===== src/rtl/apple1_pia.sv =====
// apple1_pia
//   6821-style PIA for the Apple-1 CPU bus ($D010-$D013). The CPU side
//   only acts on cpu_clken_i strobes (1 MHz bus rate). Keys from the PS/2
//   decoder are buffered in a small FIFO. Display characters go to the
//   video terminal over a valid/ready handshake.
//
// Ports
//   clk25_i      25 MHz master clock, the only clock
//   rst_i        synchronous active-high reset
//   cpu_clken_i  one-cycle CPU bus strobe
//   cs_i         PIA selected this bus cycle
//   we_i         1 = write, 0 = read
//   addr_i       0 KBD, 1 KBDCR, 2 DSP, 3 DSPCR
//   din_i        CPU write data
//   dout_o       CPU read data, registered on the read strobe
//   kbd_valid_i  key byte offered by the PS/2 decoder
//   kbd_data_i   ASCII key code
//   kbd_ready_o  FIFO can accept a key (not full)
//   dsp_valid_o  character pending for the terminal
//   dsp_data_o   character to the terminal
//   dsp_ready_i  terminal accepts the character
module apple1_pia #(
    parameter int FIFO_AW = 2
) (
    input  logic       clk25_i,
    input  logic       rst_i,
    input  logic       cpu_clken_i,
    input  logic       cs_i,
    input  logic       we_i,
    input  logic [1:0] addr_i,
    input  logic [7:0] din_i,
    output logic [7:0] dout_o,
    input  logic       kbd_valid_i,
    input  logic [7:0] kbd_data_i,
    output logic       kbd_ready_o,
    output logic       dsp_valid_o,
    output logic [6:0] dsp_data_o,
    input  logic       dsp_ready_i
);

    localparam int DEPTH = 2 ** FIFO_AW;
    localparam logic [FIFO_AW:0] DEPTH_C = (FIFO_AW + 1)'(DEPTH);

    logic [6:0]         fifo_q [DEPTH];
    logic [FIFO_AW-1:0] wptr_q, wptr_d;
    logic [FIFO_AW-1:0] rptr_q, rptr_d;
    logic [FIFO_AW:0]   count_q, count_d;
    logic [7:0]         dout_q, dout_d;
    logic [6:0]         kbdcr_q, kbdcr_d;
    logic [7:0]         dspcr_q, dspcr_d;
    logic               dsp_valid_q, dsp_valid_d;
    logic [6:0]         dsp_data_q, dsp_data_d;

    logic       rd, wr, full, empty, push, pop, dsp_accept;
    logic [6:0] key_up, head;
    logic [7:0] rd_data;

    assign rd    = cs_i & ~we_i & cpu_clken_i;
    assign wr    = cs_i &  we_i & cpu_clken_i;
    assign full  = (count_q == DEPTH_C);
    assign empty = (count_q == '0);
    assign head  = fifo_q[rptr_q];

    // A full FIFO never offers ready, so push and pop cannot overflow together.
    assign push = kbd_valid_i & ~full;
    assign pop  = rd & (addr_i == 2'd0) & ~empty;

    // Lower-case letters are folded to upper case; the Apple-1 has no lower case.
    always_comb begin
        key_up = kbd_data_i[6:0];
        if (kbd_data_i[6:0] >= 7'h61 && kbd_data_i[6:0] <= 7'h7A)
            key_up = kbd_data_i[6:0] - 7'h20;
    end

    // A new character may replace one that the terminal takes on this edge.
    assign dsp_accept = wr & (addr_i == 2'd2) & (~dsp_valid_q | dsp_ready_i);

    always_comb begin
        rd_data = 8'h00;
        case (addr_i)
            2'd0: rd_data = empty ? 8'h80 : {1'b1, head};
            2'd1: rd_data = {~empty, kbdcr_q};
            2'd2: rd_data = {dsp_valid_q, 7'b0};
            2'd3: rd_data = dspcr_q;
            default: rd_data = 8'h00;
        endcase
    end

    always_comb begin
        wptr_d      = push ? wptr_q + 1'b1 : wptr_q;
        rptr_d      = pop  ? rptr_q + 1'b1 : rptr_q;
        count_d     = count_q;
        if (push && !pop)
            count_d = count_q + 1'b1;
        else if (pop && !push)
            count_d = count_q - 1'b1;

        dout_d      = rd ? rd_data : dout_q;
        kbdcr_d     = (wr && addr_i == 2'd1) ? din_i[6:0] : kbdcr_q;
        dspcr_d     = (wr && addr_i == 2'd3) ? din_i : dspcr_q;

        dsp_valid_d = dsp_valid_q;
        dsp_data_d  = dsp_data_q;
        if (dsp_accept) begin
            dsp_valid_d = 1'b1;
            dsp_data_d  = din_i[6:0];
        end else if (dsp_valid_q && dsp_ready_i) begin
            dsp_valid_d = 1'b0;
        end
    end

    always_ff @(posedge clk25_i) begin
        if (rst_i) begin
            wptr_q      <= '0;
            rptr_q      <= '0;
            count_q     <= '0;
            dout_q      <= 8'h00;
            kbdcr_q     <= 7'h00;
            dspcr_q     <= 8'h00;
            dsp_valid_q <= 1'b0;
            dsp_data_q  <= 7'h00;
        end else begin
            wptr_q      <= wptr_d;
            rptr_q      <= rptr_d;
            count_q     <= count_d;
            dout_q      <= dout_d;
            kbdcr_q     <= kbdcr_d;
            dspcr_q     <= dspcr_d;
            dsp_valid_q <= dsp_valid_d;
            dsp_data_q  <= dsp_data_d;
        end
    end

    // Storage needs no reset: reset empties the FIFO through the pointers.
    always_ff @(posedge clk25_i) begin
        if (push && !rst_i)
            fifo_q[wptr_q] <= key_up;
    end

    assign dout_o      = dout_q;
    assign kbd_ready_o = ~full;
    assign dsp_valid_o = dsp_valid_q;
    assign dsp_data_o  = dsp_data_q;

endmodule


===== config.mk =====
export PLATFORM = sky130hd
export DESIGN_NAME = apple1_pia
export DESIGN_NICKNAME = d
export VERILOG_FILES = /design/src/rtl/apple1_pia.sv
export SDC_FILE = /design/constraint.sdc
export NUM_CORES = 1
export LEC_CHECK = 0
export BUFFER_PORTS_ARGS = -buffer_cell sky130_fd_sc_hd__buf_2
export CAP_MARGIN = 15
export CELL_PAD_IN_SITES_DETAIL_PLACEMENT = 0
export CELL_PAD_IN_SITES_GLOBAL_PLACEMENT = 1
export CORE_ASPECT_RATIO = 0.9
export CORE_MARGIN = 5
export CORE_UTILIZATION = 30
export DETAILED_ROUTE_END_ITERATION = 8
export GPL_TIMING_DRIVEN = 0
export PLACE_DENSITY_LB_ADDON = 0.1
export SLEW_MARGIN = 20
export SYNTH_ARGS = -nofsm -noshare
export SYNTH_HDL_FRONTEND = slang
export SYNTH_SLANG_ARGS = --single-unit

===== constraint.sdc =====
create_clock -name clk25_i -period 6.5 [get_ports clk25_i]
set_input_delay 0.65 -clock clk25_i [delete_from_list [all_inputs] [get_ports clk25_i]]
set_output_delay 0.65 -clock clk25_i [all_outputs]
set_load 0.05 [all_outputs]

==> results of run 1 <==
## sequential cells by signal, summed over array words and instances, names as in the netlist, named ones only
signal	cells
dspcr_q	8
rptr_q	2
dsp_valid_o	1
fifo_q	28
wptr_q	2
dout_o	8
dsp_data_o	7
kbdcr_q	7
count_q	3
## cells by family after synthesis
group / after synthesis / share of synthesized area, %
muxes: 38 / 16.25
AOI/OAI and AO/OA: 21 / 5.691
xor gates and xnor gates: 4 / 1.217
DFF: 68 / 56.99
adders and majority gates: 7 / 3.301
and+or+nand+nor: 69 / 11.90
buffers and inverters: 17 / 4.648
## cell usage in the layout (no fill, tap or decap), types with 4 or more instances in the layout
cell	n
dfxtp_1	40
clkbuf_8	13
and2_1	4
ha_1	6
buf_2	43
nor2_1	44
mux2i_1	31
inv_1	5
edfxtp_1	28
a222oi_1	7
mux4_2	7
a21oi_1	6
## stage by stage
step	instance area [sq um]	total power, mW
final	3453	0.9577
after global routing	3453	1.008
after CTS	3453	0.9747
after detailed placement	3238	0.5925
after global placement	3238	0.5932
after floorplan	2880	0.5559
## area by class of cell
class	instances	area (sq um)	area share [%]
repair buffers	40	200.2	5.797
clock buffers	9	123.9	3.587
well taps	126	157.7	4.565
inverters	5	18.77	0.5435
clock inverters	7	91.34	2.645
flip-flops and latches	68	1642	47.54
multi-input cells	139	1105	31.99
plain buffers	12	115.1	3.333
## path summary, 6_finish.rpt
check | endpoint
max | count_q[2]$_SDFFE_PP0P_
min reg2reg | dsp_data_o[3]$_SDFFE_PP0P_
min | dsp_data_o[3]$_SDFFE_PP0P_
max reg2reg | count_q[2]$_SDFFE_PP0P_
## layer usage
layer,up-vias,wire [microns]
met1,893,3001
met5,-,0
met3,5,378
met2,36,2987
li1,923,-
met4,0,74
## worst max-delay path, delay by kind of cell (launching register included)
kind                       cells  cell delay, ps
and+or+nand+nor                3             800
adders and majority gates      2             540
DFF                            1             360
buffers and inverters          3             310
xor gates and xnor gates       1             160
AOI/OAI and AO/OA              1             130
## power groups by stage
stage	clock (mW)	sequential (mW)	combinational, mW
2_1_floorplan	0	0.487	0.0686
3_3_place_gp	0	0.485	0.108
3_5_place_dp	0	0.485	0.107
4_1_cts	0.391	0.475	0.108
5_1_grt	0.411	0.478	0.119
6_report	0.377	0.475	0.106
==> flow_summary.yaml, run 1 <==
clocking:
  cts_made_buffers: 9
  cts_resized: 0
  clockBufferDepth: 2
  cts_setup_buffers: 0
  clkLatencyLatePin_ps: 340
  clk_pin_slew_ps: 70
  hold_buffers: 0
  clkSinkCount: 68
  cts_tree: "built"
  ctsHtreeMaxLevel: 3
  cts-root-buf: "clkbuf_8"
drt:
  post_drt_wl_per_cell_microns: 15.86
  vias: 1857
  dr.pass1.iters: 5
  wl_microns: 6441
  drtAntennaViolNets: 0
  drtIter0Drc: 110
  drc_errors: 0
  vias_per_cell: 4.574
worst_hold_path:
  hp-start: "dsp_data_o[3]$_SDFFE_PP0P_"
  hold_path_depth: 2
  hold_class: "flop to flop"
floorplan:
  die_y_microns: 103.0
  num_io_pins: 42
  die_x_microns: 113.3
  core-area_sq_um: 9529
  dieArea_sq_um: 11660
  initial_core_util_pct: 30.23
  fp-row-count: 34
synth:
  ys_seq_area_share_pct: 56.99
  synth_top_area_cell: "edfxtp_1"
  synth_top_area_share_pct: 29.19
  synthCells: 224
  synth-seq-cells: 68
  ys_top_cells_by_count: "nor2_1, dfxtp_1, mux2i_1, edfxtp_1"
  ys_warn_count: 0
  synthTopCellsByArea: "edfxtp_1, dfxtp_1, mux2i_1, nor2_1, mux4_2"
  synth_flop_cell: "dfxtp_1"
  ys_types: 43
  syn_nets: 256
  post_synth.cell_area_avg_sq_um: 12.86
  yosysMostFrequentCell: "nor2_1"
  synth_edf_count: 28
  syn-cell-area_sq_um: 2880
  async_flop_share_pct: 0
grt:
  globalRouteMet3Util_pct: 4.108
  grt_max_degree: 13
  use_met1_pct: 15.64
  grtUsageMet2_pct: 17.90
  antenna_found_initial: 0
  grt_pass1_vias: 1856
  grt-ovfl-total: 0
  track_usage_pct: 11.65
  grt_pass1_wl_microns: 10140
  busiest_layer: "met2"
pwr:
  pwr-share-clk_pct: 39.3
  p_sw_uw: 237.2
  power_density_nw_per_um2: 277.3
  combinationalPowerShare_pct: 11.1
  p_leak_nw: 1.380
  internal-power_uw: 720.5
  p_seq_share_pct: 49.6
  p_sw_share_pct: 24.77
  peakVddDrop_mv: 0.1154
critical_path:
  crit_required_ps: 6770
  r2r-start: "count_q[0]$_SDFFE_PP0P_"
  path_cells: "nor3_1 -> nor4_2 -> clkbuf_8 -> inv_1 -> ha_1 -> inv_1 -> fa_1 -> xor2_1 -> or3_1 -> a21oi_1"
  cp.arrival_ps: 2630
  worst-path-max-fanout: 10
  r2r_cells: 10
  r2r_setup_slack_ps: 4140
  timing.critical_path.slowest_stage_cell: "nor3_1"
  crit_start: "count_q[0]$_SDFFE_PP0P_"
  crit_type: "flop to flop"
  cp_slowest_stage_delay_ps: 380
  critPathCaptureType: "flop"
  cpMostUsedCell: "inv_1"
  start_kind: "flop"
sta:
  setup_violations: 0
  maxSlewViolCount: 0
  slew_headroom_pct: 65.43
  skew_ps: 10.75
  final.setup.worst_slack_ps: 4143
  fmax_mhz: 424.2
  setup_tns_ps: 0
  period_needed_ps: 2357
  period_share_pct: 36.27
  worst_pin_slew_ps: 518.6
  hold_viol_final: 0
  whs_ps: 490.7
  rsz0062_at_grt: "no"
layout:
  drive_above_1_share_pct: 27.86
  final_core_util_pct: 36.24
  final_nets: 307
  stdcell_count: 406
  diodes: 0
  num-fill-cells: 974
  area_growth_pct: 19.90
place:
  dp_cells: 390
  dp_hpwl_microns: 4640
  pre_cts_slack_ps: 3811
  io_buffers: 40
  globalplace.congestion: 0.7139
status:
  status: "finished, final reports clean"
run:
  drv_cap: 0
(Power assumes the default switching activity.)
==> run 2, diff against run 1 <==
--- a/config.mk
+++ b/config.mk
@@ -5,6 +5,7 @@
 export SDC_FILE = /design/constraint.sdc
 export NUM_CORES = 1
 export LEC_CHECK = 0
+export ABC_AREA = 1
 export BUFFER_PORTS_ARGS = -buffer_cell sky130_fd_sc_hd__buf_2
 export CAP_MARGIN = 15
 export CELL_PAD_IN_SITES_DETAIL_PLACEMENT = 0
==> constraint.sdc (replaced) <==
create_clock -name clk25_i -period 1.9 [get_ports clk25_i]
set_input_delay 0.19 -clock clk25_i [delete_from_list [all_inputs] [get_ports clk25_i]]
set_output_delay 0.19 -clock clk25_i [all_outputs]
set_load 0.05 [all_outputs]
==> flow_summary.yaml, run 2 <==
status:
  status: "finished, final reports clean"
synth:
  ys_warn_count: 0
  synth_edf_count: 28
  synthXorXnorAreaFrac_pct: 0.2827
  synthAdderAreaFrac_pct: 3.069
  synth_top_area_share_pct: 27.14
  synthCells: 376
  muxShareOfSynthArea_pct: 0
  async_flop_share_pct: 0
  synth-seq-cells: 68
  synth_top_area_cell: "edfxtp_1"
  ys_top_cells_by_count: "nand2_1, inv_1, nor2_1, nand3_1, dfxtp_1"
  ys_types: 28
  synth_compound_area_share_pct: 7.229
  yosysMostFrequentCell: "nand2_1"
  post_synth.cell_area_avg_sq_um: 8.239
  syn-cell-area_sq_um: 3098
  syn_nets: 408
  synth_top_family_by_area: "simple AND/OR/NAND/NOR gates"
  ys_seq_area_share_pct: 52.99
  yosys.area_share.simple_pct: 27.22
  synthTopCellsByArea: "edfxtp_1, dfxtp_1, nand2_1, nand3_1, inv_1"
  synth_flop_cell: "dfxtp_1"
place:
  pre_cts_slack_ps: -34.97
  io_buffers: 40
  post_dp_cell_area_sq_um: 3472
  globalplace.congestion: 0.7547
  dp_hpwl_microns: 5645
layout:
  final_nets: 460
  final_cell_mix: "nand2_1, inv_1, nor2_1, buf_2, nand3_1"
  design_area_sq_um: 3807
  diodes: 0
  final_common_cell: "nand2_1"
  largest_reg_flops: 28
  drive_above_1_share_pct: 20.79
  num-fill-cells: 1098
  top_register: "fifo_q"
  area_growth_pct: 22.90
worst_hold_path:
  hold_class: "input pin to flop"
drt:
  drtIter0Drc: 91
  drtAntennaViolNets: 0
  drc_errors: 0
  vias_per_cell: 4.367
  vias: 2454
  wl_microns: 7639
  dr.pass1.iters: 4
  post_drt_wl_per_cell_microns: 13.59
sta:
  rsz0062_at_grt: "no"
  period_share_pct: 92.00
  final.setup.worst_slack_ps: 152.0
  fmax_mhz: 572.1
  slew_headroom_pct: 51.39
  worst_pin_slew_ps: 726.5
  skew_ps: 4.447
  setup_violations: 0
  hold_viol_final: 0
  maxSlewViolCount: 0
  period_needed_ps: 1748
floorplan:
  fp-row-count: 35
  dieArea_sq_um: 12460
  die_y_microns: 106.4
  die_x_microns: 117.1
  initial_core_util_pct: 30.49
  core-area_sq_um: 10160
  num_io_pins: 42
pwr:
  p_leak_nw: 1.698
  power_density_nw_per_um2: 979.7
  peakVddDrop_mv: 0.4639
critical_path:
  crit_type: "flop to flop"
  critPathCaptureType: "flop"
  crit_required_ps: 2170
  worst-path-max-fanout: 4
  cp.arrival_ps: 2020
  start_kind: "flop"
clocking:
  hold_buffers: 0
  clkLatencyLatePin_ps: 330
  clk_pin_slew_ps: 60
  clkSinkCount: 68
  cts_tree: "built"
  clockBufferDepth: 2
  cts-root-buf: "clkbuf_16"
  cts_made_buffers: 9
  ctsHtreeMaxLevel: 3
grt:
  grt_pass1_wl_microns: 12730
  track_usage_pct: 13.31
  grt_pass1_vias: 2468
  grt-ovfl-total: 0
  grt_max_degree: 12
  antenna_found_initial: 0
run:
  drv_cap: 0
[run 2: cell count changes after synthesis, sizes merged, moves of 17 or more]
cell   previous run  this run
a21oi             6        23
inv               5        57
mux2i            31         0
nand2             3        88
nand3             2        44
o21ai             1        21
[run 2: power breakdown]
part / leakage [nW] / internal [mW] / total [mW] / switching [mW]
combinational: 0.962 / 0.115 / 0.365 / 0.250
clock: 0.156 / 1.16 / 1.76 / 0.595
sequential: 0.580 / 1.58 / 1.61 / 0.0281
total: 1.70 / 2.86 / 3.73 / 0.873
[run 2: worst paths after layout]
path / endpoint / slack, ps / from / cells past startpoint
worst max register to register: count_q[2]$_SDFFE_PP0P_ / 150 / count_q[0]$_SDFFE_PP0P_ / 11
worst min register to register: dsp_data_o[1]$_SDFFE_PP0P_ / 460 / dsp_data_o[1]$_SDFFE_PP0P_ / 2
worst min-delay path: dspcr_q[7]$_SDFFE_PP0P_ / 90 / din_i[7] / 3
worst max-delay path: count_q[2]$_SDFFE_PP0P_ / 150 / count_q[0]$_SDFFE_PP0P_ / 11
[run 2: stage by stage]
| stage | utilization [%] | cells | total power [mW] | setup TNS (ps) | hold WS, ps |
|---|---|---|---|---|---|
| 5_1_grt | 37.48 | 562 | 3.882 | 0 | 102.2 |
| 2_1_floorplan | - | 376 | 1.879 | 0 | 288.9 |
| 4_1_cts | 37.35 | 561 | 3.759 | 0 | 85.03 |
| 3_5_place_dp | 34.17 | 545 | 2.001 | -34.97 | 430.5 |
| 3_3_place_gp | 34.17 | 545 | 1.998 | -33.20 | 420.0 |
| 6_report | 37.48 | 562 | 3.730 | 0 | 87.70 |
[run 2: worst max-delay path, cell delays in order (launching register included)]
cell and delay (ps):
dfxtp_2 330, inv_2 100, nand3_2 130, nand3_4 90, ha_1 140, inv_1 60, fa_1 380, a21oi_1 150
o21ai_1 100, nand2_1 60, nand2_1 40, nor2_1 90
[run 2: area by class of cell]
cell class	count	area [sq um]	area share [%]
multi-input cells	241	1191	31.28
flip-flops and latches	68	1644	43.18
clock inverters	1	30.03	0.7887
inverters	58	222.7	5.850
plain buffers	9	62.56	1.643
clock buffers	15	287.8	7.558
repair buffers	41	207.7	5.455
well taps	129	161.4	4.239
[run 2: per-layer routing]
layer / wire length [microns] / share of wire (%) / up-vias / global-route usage [%]
li1: - / - / 1308 / -
met1: 3770 / 49 / 1107 / 19.47
met2: 3390 / 44 / 34 / 18.89
met3: 421 / 5.5 / 5 / 4.496
met4: 55 / 0.72 / 0 / 2.948
met5: 0 / 0 / - / 0
[run 2: timing repair]
item,CTS,global route
endpoints found under the setup margin,1,23
resized for setup,2,6
setup buffers,0,1
[run 2: cells by family (layout without fill, tap and decap cells)]
| kind of cell | after synthesis | after routing |
|---|---|---|
| AND/OR/NAND/NOR | 189 | 189 |
| flip-flops | 68 | 68 |
| AO/OA/AOI/OAI | 44 | 44 |
| buffers and inverters | 67 | 124 |
| adder cells (fa/ha/maj) | 7 | 7 |
| XOR/XNOR | 1 | 1 |
==> run 3, diff against run 2 <==
--- a/config.mk
+++ b/config.mk
@@ -14,8 +14,8 @@
 export CORE_MARGIN = 5
 export CORE_UTILIZATION = 30
 export DETAILED_ROUTE_END_ITERATION = 8
-export GPL_TIMING_DRIVEN = 0
-export PLACE_DENSITY_LB_ADDON = 0.1
+export PLACE_DENSITY_LB_ADDON = 0.05
+export REMOVE_ABC_BUFFERS = 1
 export SLEW_MARGIN = 20
 export SYNTH_ARGS = -nofsm -noshare
 export SYNTH_HDL_FRONTEND = slang
==> flow_summary.yaml, run 3 (synthesized netlist as in run 2, its figures left out) <==
status:
  status: "finished, final reports clean"
clocking:
  cts_made_buffers: 9
  clkLatencyLatePin_ps: 320
  ctsHtreeMaxLevel: 3
  hold_buffers: 0
  clkSinkCount: 68
  cts_tree: "built"
  cts-root-buf: "clkbuf_16"
  clockBufferDepth: 2
  cts_resized: 0
  cts_setup_buffers: 0
  clk_pin_slew_ps: 50
floorplan:
  die_y_microns: 106.4
  dieArea_sq_um: 12460
  num_io_pins: 42
  fp-row-count: 35
  initial_core_util_pct: 30.49
  core-area_sq_um: 10160
  die_x_microns: 117.1
sta:
  period_share_pct: 90.08
  hold_viol_final: 0
  skew_ps: 6.645
  whs_ps: 119.8
  setup_tns_ps: 0
  rsz0062_at_grt: "no"
  period_needed_ps: 1711
  fmax_mhz: 584.3
  maxSlewViolCount: 0
  worst_pin_slew_ps: 314.4
  slew_headroom_pct: 78.99
  setup_violations: 0
drt:
  vias_per_cell: 4.342
  wl_microns: 7448
  dr.pass1.iters: 4
  drtAntennaViolNets: 0
  drc_errors: 0
  vias: 2449
  post_drt_wl_per_cell_microns: 13.21
  drtIter0Drc: 73
layout:
  final_cell_mix: "nand2_1, inv_1, nor2_1, nand3_1, buf_2"
  final_common_cell: "nand2_1"
  final_nets: 462
  largest_reg_flops: 28
  diodes: 0
  drive_above_1_share_pct: 21.61
  area_growth_pct: 21.69
  top_register: "fifo_q"
pwr:
  peakVddDrop_mv: 0.4258
  combinationalPowerShare_pct: 10.7
  power_density_nw_per_um2: 916.1
  p_sw_share_pct: 24.30
  internal-power_mw: 2.614
  p_leak_nw: 1.693
  pwr-share-clk_pct: 42.7
  power.total_mw: 3.454
  p_sw_uw: 839.4
  p_seq_share_pct: 46.6
grt:
  grt-ovfl-total: 0
  grt_pass1_vias: 2312
  grt_pass1_wl_microns: 12140
  antenna_found_initial: 0
  track_usage_pct: 12.89
  grt_max_degree: 21
critical_path:
  timing.critical_path.slowest_stage_cell: "fa_2"
  worst-path-max-fanout: 3
  start_kind: "flop"
  cpMostUsedCell: "inv_2"
  critPathBufInv: 3
  crit_required_ps: 2110
  critPathCaptureType: "flop"
  critPathTopFamily: "adder cells"
  path_cells: "inv_2 -> nand3_2 -> nand2_1 -> inv_2 -> ha_1 -> inv_1 -> fa_2 -> o21ai_0 -> a21oi_1"
  cp.arrival_ps: 1920
  crit_type: "flop to flop"
  cp_slowest_stage_delay_ps: 440
  r2r-start: "count_q[1]$_SDFFE_PP0P_"
  crit_start: "count_q[1]$_SDFFE_PP0P_"
place:
  io_buffers: 40
  globalplace.congestion: 0.7530
  dp_hpwl_microns: 5570
run:
  drv_cap: 0
worst_hold_path:
  hp-start: "kbd_data_i[0]"
  hold_class: "input pin to flop"
## run 3: cell type report
type,instances,area (sq um)
clock buffer,13,250.2
fill,1074,6390
inverter,58,222.7
tap,129,161.4
clock inverter,3,15.01
timing repair buffer,52,290.3
multi-input combinational,241,1184
sequential,68,1647
## run 3: through the flow
step | area [sq um] | util [%] | std cells | worst slack (ps)
2_1_floorplan | 3035 | - | 367 | -241.1
3_3_place_gp | 3487 | 34.32 | 548 | 128.6
3_5_place_dp | 3487 | 34.32 | 548 | 101.9
4_1_cts | 3752 | 36.93 | 564 | 45.50
5_1_grt | 3770 | 37.11 | 564 | 12.72
6_report | 3770 | 37.11 | 564 | 188.6
## run 3: power by group through the flow
stage                     clock, mW  sequential (mW)  combinational (mW)
after global routing           1.59             1.62               0.422
after floorplan                   0             1.67               0.187
after global placement            0             1.63               0.363
after detailed placement          0             1.63               0.365
final                          1.48             1.61               0.370
after CTS                      1.52             1.60               0.369
## run 3: per-layer routing
metal  global-route usage (%)  up-vias  share of wire, %
met3                    3.927        7               3.5
met2                    18.24       31                43
met4                    4.177        0               1.5
met1                    18.58     1104                52
li1                         -     1307                 -
met5                        0        -                 0
## run 3: worst reg2reg max path, delay by kind of cell, from the launching register on
family                     cells  cell delay, ps
adders and majority gates      2             610
and+or+nand+nor                2             200
DFF                            1             350
AOI/OAI and AO/OA              2             200
buffers and inverters          3             240
## run 3: path summary, 6_finish.rpt
check                                     to  slack, ps  depth (start not counted)
hold / removal        fifo_q[1][0]$_DFFE_PP_        120                          1
setup / recovery     count_q[1]$_SDFFE_PP0P_        190                          9
hold reg to reg   dsp_data_o[3]$_SDFFE_PP0P_        460                          2
setup reg to reg     count_q[1]$_SDFFE_PP0P_        190                          9
